==> src/rtl/counter_pkg.sv <==
// Shared definitions for the parametrised up/down counter family.
// Contents:
//   DIR_UP / DIR_DN   encodings of the up_dn input
//   clamp_load        limits a parallel-load value to the legal count range
//   is_max            true when a count sits on the top of its range
// Both helpers work on 64-bit operands so that a MODULUS of 2**32 can be
// expressed without overflowing the arithmetic.
package counter_pkg;

    localparam logic DIR_UP = 1'b1;
    localparam logic DIR_DN = 1'b0;

    // Out-of-range load values are pulled down to the highest legal count
    // rather than being truncated, so q can never leave 0..modulus-1.
    function automatic logic [63:0] clamp_load(input logic [63:0] val,
                                               input logic [63:0] modulus);
        return (val < modulus) ? val : (modulus - 64'd1);
    endfunction

    function automatic logic is_max(input logic [63:0] q,
                                    input logic [63:0] modulus);
        return q == (modulus - 64'd1);
    endfunction

endpackage

==> src/rtl/counter_step.sv <==
// Combinational next-state logic for one counter step.
// Ports:
//   i_q         current count
//   i_up_dn     direction (DIR_UP / DIR_DN)
//   o_next_q    count after a step in the requested direction
//   o_at_limit  the step would cross a range limit (top going up, 0 going down)
// The wrap/saturate choice is fixed at elaboration by SATURATE.
module counter_step
    import counter_pkg::*;
#(
    parameter int     WIDTH    = 4,
    parameter longint MODULUS  = 16,
    parameter bit     SATURATE = 1'b0
) (
    input  logic [WIDTH-1:0] i_q,
    input  logic             i_up_dn,
    output logic [WIDTH-1:0] o_next_q,
    output logic             o_at_limit
);

    // Top of range truncated to WIDTH bits; for MODULUS == 2**WIDTH this is
    // all ones, and the explicit wrap to zero below replaces natural overflow.
    localparam logic [WIDTH-1:0] MAX_Q = WIDTH'(MODULUS - 64'd1);

    logic w_at_max;
    logic w_at_zero;

    assign w_at_max  = is_max(64'(i_q), 64'(MODULUS));
    assign w_at_zero = (i_q == '0);

    always_comb begin
        o_next_q   = i_q;
        o_at_limit = 1'b0;
        if (i_up_dn == DIR_UP) begin
            o_at_limit = w_at_max;
            if (!w_at_max) begin
                o_next_q = i_q + WIDTH'(1);
            end else if (!SATURATE) begin
                o_next_q = '0;
            end
        end else begin
            o_at_limit = w_at_zero;
            if (!w_at_zero) begin
                o_next_q = i_q - WIDTH'(1);
            end else if (!SATURATE) begin
                o_next_q = MAX_Q;
            end
        end
    end

endmodule

==> src/rtl/param_updown_counter.sv <==
// Parametrised up/down counter with count enable, synchronous parallel load,
// elaboration-time wrap/saturate selection, a combinational terminal count for
// cascading and registered overflow/underflow event pulses.
// Ports:
//   clk       rising-edge clock for all state
//   reset     synchronous, active-low clear of q, ovf and unf
//   en        count enable, one step per edge
//   up_dn     1 = up, 0 = down
//   load      synchronous load request (beats en)
//   load_val  value to load, clamped to MODULUS-1
//   q         registered count
//   tc        en & count sitting on the limit in the current direction
//   ovf       one-cycle pulse after an up step attempted at the top
//   unf       one-cycle pulse after a down step attempted at zero
module param_updown_counter
    import counter_pkg::*;
#(
    parameter int     WIDTH    = 4,
    parameter longint MODULUS  = 16,
    parameter bit     SATURATE = 1'b0
) (
    input  logic             clk,
    input  logic             reset,
    input  logic             en,
    input  logic             up_dn,
    input  logic             load,
    input  logic [WIDTH-1:0] load_val,
    output logic [WIDTH-1:0] q,
    output logic             tc,
    output logic             ovf,
    output logic             unf
);

    logic [WIDTH-1:0] r_q;
    logic             r_ovf;
    logic             r_unf;

    logic [WIDTH-1:0] w_next_q;
    logic             w_at_limit;
    logic [WIDTH-1:0] w_load_q;

    counter_step #(
        .WIDTH    (WIDTH),
        .MODULUS  (MODULUS),
        .SATURATE (SATURATE)
    ) u_step (
        .i_q        (r_q),
        .i_up_dn    (up_dn),
        .o_next_q   (w_next_q),
        .o_at_limit (w_at_limit)
    );

    assign w_load_q = WIDTH'(clamp_load(64'(load_val), 64'(MODULUS)));

    // Priority reset > load > en > hold. The pulses are only ever set by an
    // enabled step at a limit, and the direction decides which one, so ovf
    // and unf can never be high together.
    always_ff @(posedge clk) begin
        if (!reset) begin
            r_q   <= '0;
            r_ovf <= 1'b0;
            r_unf <= 1'b0;
        end else if (load) begin
            r_q   <= w_load_q;
            r_ovf <= 1'b0;
            r_unf <= 1'b0;
        end else if (en) begin
            r_q   <= w_next_q;
            r_ovf <= w_at_limit && (up_dn == DIR_UP);
            r_unf <= w_at_limit && (up_dn == DIR_DN);
        end else begin
            r_ovf <= 1'b0;
            r_unf <= 1'b0;
        end
    end

    // Terminal count stays combinational so a following stage can use it as
    // its enable on the same edge.
    assign tc  = en & w_at_limit;
    assign q   = r_q;
    assign ovf = r_ovf;
    assign unf = r_unf;

endmodule
==> config.mk <==
export PLATFORM = sky130hd
export DESIGN_NAME = param_updown_counter
export DESIGN_NICKNAME = d
export VERILOG_FILES = /design/src/rtl/counter_pkg.sv /design/src/rtl/counter_step.sv /design/src/rtl/param_updown_counter.sv
export SDC_FILE = /design/constraint.sdc
export NUM_CORES = 1
export LEC_CHECK = 0
export CELL_PAD_IN_SITES_DETAIL_PLACEMENT = 0
export CELL_PAD_IN_SITES_GLOBAL_PLACEMENT = 1
export CORE_MARGIN = 5
export CORE_UTILIZATION = 25
export CTS_CLUSTER_DIAMETER = 60
export DETAILED_ROUTE_END_ITERATION = 7
export PLACE_DENSITY = 0.73
export RECOVER_POWER = 100
export SLEW_MARGIN = 20
export SYNTH_ARGS = -nofsm -noshare
export SYNTH_HDL_FRONTEND = slang
export SYNTH_SLANG_ARGS = --single-unit
==> constraint.sdc <==
create_clock -name clk -period 1.5 [get_ports clk]
set_clock_uncertainty 0.2 [all_clocks]
set_input_delay 0.225 -clock clk [delete_from_list [all_inputs] [get_ports clk]]
set_output_delay 0.225 -clock clk [all_outputs]
set_load 0.02 [all_outputs]
======== Word level (Yosys, flattened, before mapping) ========
Cells that the tools add are included.
Widths: inputs -> output; s select.
word-level totals
  output and inout port bits .............. 7
  bits in registers ....................... 6
cells by class
  reductions and logical operators ........ 5
  add/sub/neg operators ................... 2
  equal/unequal tests ..................... 1
  muxes and demuxes ....................... 6
  bitwise logic cells ..................... 4
operators with widths
  operator             number
  $mux 4               5
  $add 4x1->4 const B  1
  $eq 4x4->1 const B   1
  $logic_not 4->1      1
  $sub 4x1->4 const B  1
  $not 1->1            3
  $reduce_or 3->1      1
  $logic_and 1x1->1    2
  $reduce_bool 2->1    1
  $and 1x1->1          1
  $mux 1               1

======== Logic depth before layout (Yosys ltp) ========
Gate-level depths: netlist of the first run.
  word-level depth ........................ 5
  mapped depth ............................ 6

======== Modules after synthesis ========
Synthesis of the first run repeated with hierarchy kept, for this count alone.
second synthesis, totals
  cell total of the unflattened synthesis .. 45
  area total of the unflattened synthesis .. 411.6 um^2
modules (own cells, without submodules)
  module                cells each  instances  area each (um^2)
  param_updown_counter  22          1          259.0
  counter_step          23          1          152.6

======== Worst setup path before layout of the first run ========
OpenSTA, ideal clock, no wires.
  kind .................................... register to output
  start point ............................. reg r_q[0], in the netlist q[0]
  end point ............................... out tc
  data arrival time ....................... 1.404 ns
  setup slack ............................. -0.329 ns
  data required time ...................... 1.075 ns
  cell stages (with the launch flop) ...... 6
  path through ............................ dfxtp_1 inv_1 ha_1 or3b_4 o21ai_0 and2_1
on the way
  word-level cells in the longest chain between the ends .. 3
ends and longest elaborated chain
  item                                           line                                   text
  start: declaration                             param_updown_counter.sv:34             logic [WIDTH-1:0] r_q;
  start signal: assignment                       param_updown_counter.sv:64             r_q <= w_load_q;
  start signal: assignment                       param_updown_counter.sv:68             r_q <= w_next_q;
  $eq 4x4->1 or $logic_not 4->1 (tied branches)  counter_pkg.sv:22, counter_step.sv:29
  $mux 1 (*)                                     counter_step.sv:34                     if (i_up_dn == DIR_UP) begin
  $and 1x1->1 (*)                                param_updown_counter.sv:79             assign tc = en & w_at_limit;
  end: declaration                               param_updown_counter.sv:29             output logic tc,
Every way passes the cells marked *; elsewhere a longest branch is shown, timed or not.

======== Worst setup path after layout of the first run ========
Same ends and word-level chain as after synthesis.

==> results of run 1 <==
[placed cells by master (no fill, tap or decap), types with 2 or more instances in the layout]
cell and n:
dfxtp_4 2, a21oi_1 2, clkbuf_4 5, a31oi_1 3
clkbuf_1 2, dfxtp_1 4, nand3_1 2, nand2_1 4
dlygate4sd2_1 2, o21ai_0 4, buf_4 7, nor2_1 2
clkdlybuf4s50_1 8, buf_6 6, inv_2 2
[power breakdown]
part           internal (uW)  switching, uW
combinational            122           95.6
clock                   90.2           54.4
sequential               169           7.09
[metrics by stage]
| step | hold slack, ns | cell area [um^2] |
|---|---|---|
| floorplan | 0.1459 | 429.2 |
| global placement | 0.3519 | 648.1 |
| detailed placement | 0.3527 | 648.1 |
| CTS | 0.3584 | 713.2 |
| global route | 0.3977 | 738.2 |
| finish | 0.4085 | 738.2 |
[timing repair]
action	in CTS	in global routing
gates resized for setup	21	12
pin swaps	4	3
hold buffers	0	0
buffers inserted	2	2
setup endpoints to repair	10	9
[flip-flops by register name (all words and copies together) (netlist names)]
signal / cells
unf: 1
q: 4
ovf: 1
[metal layers]
metal | vias to the layer above | part of all wire (%) | GRT usage [%]
met5 | - | 0 | 0
met4 | 0 | 0 | 2.553
met3 | 0 | 9.0 | 6.509
met2 | 16 | 47 | 15.27
met1 | 201 | 44 | 11.55
li1 | 235 | - | -
[worst min-delay path by stage]
stage,start,endpoint,slack (ns)
after floorplan,reset,q[1],0.15
after global placement,q[3],ovf,0.35
after detailed placement,q[3],ovf,0.35
after CTS,q[3],ovf,0.36
after global routing,load_val[0],q[0],0.40
final,load_val[0],q[0],0.41
[tightest hold or removal path, delay by kind of cell]
kind | cells | cell delay [ns]
compound gates | 2 | 0.18
buf+inv | 1 | 0.40
[cell families (layout without fill, tap and decap cells)]
kind of cell	count (synthesis)	after routing
simple gates	17	17
compound gates	15	15
flops	6	6
buf+inv	5	35
fa+ha+maj	2	2
xor+xnor	2	2
mux	2	2
[Yosys cell counts (all sizes together)]
cell           n
dfxtp          6
o21ai          6
nand2          5
a31oi          3
inv            3
a21oi          2
and2           2
ha             2
nand3          2
nor2           2
nor3           2
a21o           1
a41oi          1
and3           1
buf            1
clkdlybuf4s15  1
mux2           1
mux2i          1
o211ai         1
o21ba          1
or2b           1
or3            1
or3b           1
xnor2          1
xor2           1
[final cells by class]
type,count,area [um^2],area share (%)
sequential,6,127.6,17.29
multi-input combinational,38,301.5,40.85
inverter,3,11.26,1.525
clock buffer,3,22.52,3.051
tap,16,20.02,2.712
timing repair buffer,29,255.2,34.58
==> metrics.yaml, run 1 <==
floorplanning:
  die_area_um2: 2533
  die_x_um: 50.33
  coreArea_um2: 1524
  initial_core_util_pct: 26.68
  ios: 16
  row_count: 14
  dieHeight_um: 50.33
setup_path:
  cp.required_ns: 1.07
  crit_path_max_incr_delay_ns: 0.38
  cpLargestDelayFamily: "simple AND/OR/NAND/NOR gates"
  crit_chain: "inv_2 > ha_4 > or3b_4 > o21ai_2 > and2_4 > buf_6"
  r2r_end: "q[0]"
  startpoint: "q[0]"
  cp_num_cells: 6
  rr_startpoint: "q[0]"
  r2r.worst_path.cells: 9
  path_buf_inv: 2
  crit_arrival_ns: 1.50
  startpoint_type: "register"
  slowest_stage: "or3b_4"
  crit_type: "register to output port"
  end_kind: "output port"
  r2r_setup_slack_ns: -0.31
  path_max_fanout: 2
  cp-endpoint: "tc"
timing:
  worst_pin_slew_ns: 0.2556
  layout_setup_ws_ns: -0.4202
  period_needed_ns: 1.920
  slew_violations: 0
  max_freq_mhz: 520.8
  rsz0062_at_grt: "yes"
  fin_setup_tns_ns: -1.347
  finalCritPeriodShare_pct: 128.0
  finalSetupViolations: 5
  slew_headroom_pct: 83.03
  hold_viol: 0
flow_run:
  maxCapViolCount: 0
cells_and_area:
  diodes: 0
  syn2layout_area_growth_pct: 81.54
  n_fill_cell: 156
  final_util_pct: 48.44
  drive_above_1_share_pct: 44.30
  fin_nets: 92
  finalNonFillerCells: 95
clock_tree:
  h-tree-depth: 1
  clkLatencyLatePin_ns: 0.24
  root_buffer: "clkbuf_4"
  clk_pin_slew_ns: 0.04
  cts_tree: "done"
  clock_path_buffers: 2
  cts_num_sinks: 6
  numCtsBuffers: 3
logic_synthesis:
  muxShareOfSynthArea_pct: 5.231
  synth_area_um2: 406.6
  ys.warnings.count: 0
  seq_area_frac_synth_pct: 29.54
  synth-seq-cells: 6
  synth_area_leader_cell: "dfxtp_1"
  synth_area_per_cell_um2: 8.299
  synth-simple-area-share_pct: 22.77
  synth_compound_area_share_pct: 22.77
  ys_types: 25
  synth_top_family_by_area: "compound AO/OA/AOI/OAI gates"
  synth.top_cell.area_share_pct: 29.54
  synth_fp_nets: 60
  netlist_instances: 49
  synth_area_leaders: "dfxtp_1 30%, o21ai_0 7.4%, ha_1 6.2%"
  synth_xor_area_share_pct: 4.308
  synthAdderAreaFrac_pct: 6.154
detailed_routing:
  vias_per_cell: 4.758
  wl_um: 1171
  drcViolationCount: 0
  ant_nets: 0
  num_vias: 452
  wl_per_cell_um: 12.33
  drtPass1Iterations: 4
  drtIter0Drc: 3
grt:
  grt_overflow: 0
  antenna_found_initial: 0
  track_usage_pct: 9.988
  grt_pass1_wl_um: 1918
  grt_pass1_vias: 462
  grt_max_degree: 10
power:
  power.total_uw: 539.0
  ir_worst_vdd_mv: 0.4865
  leakage_uw: 0.0003200
  powerDensity_nw_per_um2: 730.1
placement:
  gp_congestion: 0.8194
  dp_slack_ns: -0.8550
  place_inst: 88
  dp_hpwl_um: 829.8
  numPortBuffers: 15
outcome:
  violations: "setup timing"
  status: "complete, but fails checks"
worst_hold_path:
  whs_path_depth: 3
  hold_class: "input port to register"
Power figures use the tool's default switching activity.
==> run 2, diff against run 1 <==
--- a/config.mk
+++ b/config.mk
@@ -11,9 +11,9 @@
 export CORE_UTILIZATION = 25
 export CTS_CLUSTER_DIAMETER = 60
 export DETAILED_ROUTE_END_ITERATION = 7
-export PLACE_DENSITY = 0.73
+export PLACE_DENSITY = 0.72
 export RECOVER_POWER = 100
-export SLEW_MARGIN = 20
+export SLEW_MARGIN = 10
 export SYNTH_ARGS = -nofsm -noshare
 export SYNTH_HDL_FRONTEND = slang
 export SYNTH_SLANG_ARGS = --single-unit
==> run 2 against run 1 <==
Effect of this change:
- global-route usage is 0.36 points higher
- maximum frequency is 1.2% lower
- largest cell class unchanged
- largest power group unchanged
- sequential cell count stayed put
- final cell count is 1.1% lower
- non-clock buffer count is 1 lower
- the flow still finishes with violations (setup timing)
- clock-buffer cell count stayed put
==> metrics.yaml, run 2 (synthesis gave the netlist of run 1 again) <==
timing:
  hold_viol: 0  # unchanged
  max_freq_mhz: 514.4  # -1.2%
  slew_violations: 0  # unchanged
  finalSetupViolations: 4  # -1
  period_needed_ns: 1.944  # +0.02377 ns
  fin_setup_tns_ns: -0.7817  # +0.5650 ns
  slew_headroom_pct: 82.91  # -0.12 points
  finalCritPeriodShare_pct: 129.6  # +1.6 points
  worst_pin_slew_ns: 0.2575  # +0.001874 ns
  layout_setup_ws_ns: -0.4440  # -0.02377 ns
  rsz0062_at_grt: "yes"
setup_path:
  crit_chain: "inv_2 > ha_4 > or3b_4 > o21ai_2 > and2_4 > buf_6"
  crit_path_max_incr_delay_ns: 0.38  # about the same
  cp.required_ns: 1.07  # about the same
  slowest_stage: "or3b_4"
  path_max_fanout: 3  # +1
  crit_arrival_ns: 1.52  # +0.02 ns
  path_buf_inv: 2  # unchanged
  crit_type: "register to output port"
  end_kind: "output port"
  startpoint_type: "register"
  cpLargestDelayFamily: "simple AND/OR/NAND/NOR gates"
floorplanning:
  initial_core_util_pct: 26.68  # unchanged
  dieHeight_um: 50.33  # unchanged
  die_area_um2: 2533  # unchanged
  coreArea_um2: 1524  # unchanged
  ios: 16  # unchanged
  row_count: 14  # unchanged
  die_x_um: 50.33  # unchanged
detailed_routing:
  num_vias: 467  # +3.3%
  wl_per_cell_um: 12.46  # +1.1%
  drtPass1Iterations: 4  # unchanged
  wl_um: 1171  # unchanged
  drtIter0Drc: 3  # unchanged
  ant_nets: 0  # unchanged
  vias_per_cell: 4.968  # +4.4%
  drcViolationCount: 0  # unchanged
clock_tree:
  cts_num_sinks: 6  # unchanged
  h-tree-depth: 1  # unchanged
  cts_tree: "done"
  clock_path_buffers: 2  # unchanged
  clkLatencyLatePin_ns: 0.25  # about the same
  root_buffer: "clkbuf_4"
  clk_pin_slew_ns: 0.05  # about the same
  numCtsBuffers: 3  # unchanged
grt:
  grt_overflow: 0  # unchanged
  grt_pass1_wl_um: 1994  # +4.0%
  antenna_found_initial: 0  # unchanged
  grt_max_degree: 9  # -1
  track_usage_pct: 10.35  # +0.36 points
  grt_pass1_vias: 467  # +1.1%
cells_and_area:
  layout_common_cells: "9 x buf_4, 8 x clkdlybuf4s50_1, 5 x buf_6"
  fin_nets: 91  # -1.1%
  diodes: 0  # unchanged
  largest_reg_flops: 4  # unchanged
  syn2layout_area_growth_pct: 79.08
  final_cell_area_um2: 728.2  # -1.4%
  drive_above_1_share_pct: 47.44  # +3.1 points
  layout_commonest_cell: "buf_4"
  finalNonFillerCells: 94  # -1.1%
placement:
  place_inst: 88  # unchanged
  gp_congestion: 0.7590  # -7.4%
  numPortBuffers: 15  # unchanged
  placed_cell_area_um2: 648.1  # unchanged
  dp_hpwl_um: 849.2  # +2.3%
  dp_slack_ns: -0.8501  # +0.004878 ns
worst_hold_path:
  hold_class: "register to register"
power:
  leakage_uw: 0.0003151  # -1.6%
  power.total_uw: 536.0  # -0.55%
  powerDensity_nw_per_um2: 736.1  # +0.82%
  ir_worst_vdd_mv: 0.4311  # -11%
outcome:
  violations: "setup timing"
  status: "complete, but fails checks"
flow_run:
  maxCapViolCount: 0  # unchanged
-- run 2: cell types whose count changed in the layout (fill, tap and decap cells not counted), sizes merged --
cell / before / now
buf: 13 / 14
clkdlybuf4s15: 1 / 0
clkbuf: 8 / 7
-- run 2: worst paths after layout --
kind | startpoint | end | slack (ns) | depth (start not counted)
worst max register to register | q[1] | q[0] | -0.23 | 8
worst max-delay path | q[1] | tc | -0.44 | 6
worst min register to register | q[3] | ovf | 0.39 | 3
worst min-delay path | q[3] | ovf | 0.39 | 3
-- run 2: timing repair --
action,CTS,global route
pin swaps,9,4
hold buffers,0,0
setup endpoints to repair,10,7
buffers inserted,3,0
gates resized for setup,31,7
endpoints found under the hold margin,0,0
-- run 2: layer usage --
layer	routed length (um)	vias up	part of all wire, %	global-route usage, %
met3	86	0	7.3	5.621
met5	0	-	0	0
met4	0	0	0	3.830
met1	502	218	43	12.08
met2	582	17	50	15.90
li1	-	232	-	-
-- run 2: metrics by stage --
stage / hold slack, ns / util [%]
2_1_floorplan: 0.1459 / -
3_3_place_gp: 0.3495 / 42.53
3_5_place_dp: 0.3583 / 42.53
4_1_cts: 0.3915 / 47.21
5_1_grt: 0.4188 / 47.78
6_report: 0.3917 / 47.78
-- run 2: power breakdown --
| group | internal, uW | total [uW] | switching (uW) | leakage [uW] |
|---|---|---|---|---|
| combinational | 108 | 200 | 92.7 | 0.000251 |
| clock | 91.1 | 158 | 67.0 | 0.0000138 |
| sequential | 169 | 178 | 8.44 | 0.0000506 |
-- run 2: cell type report --
type / count / area (um^2)
clock buffer: 3 / 22.52
sequential: 6 / 127.6
tap: 16 / 20.02
inverter: 3 / 13.76
timing repair buffer: 28 / 240.2
multi-input combinational: 38 / 304.0
fill: 168 / 795.8
-- run 2: worst min-delay path: stages, from the launching register on --
cell	delay, ns
dfxtp_1	0.34
nand2_2	0.08
buf_4	0.10
nor2_1	0.03
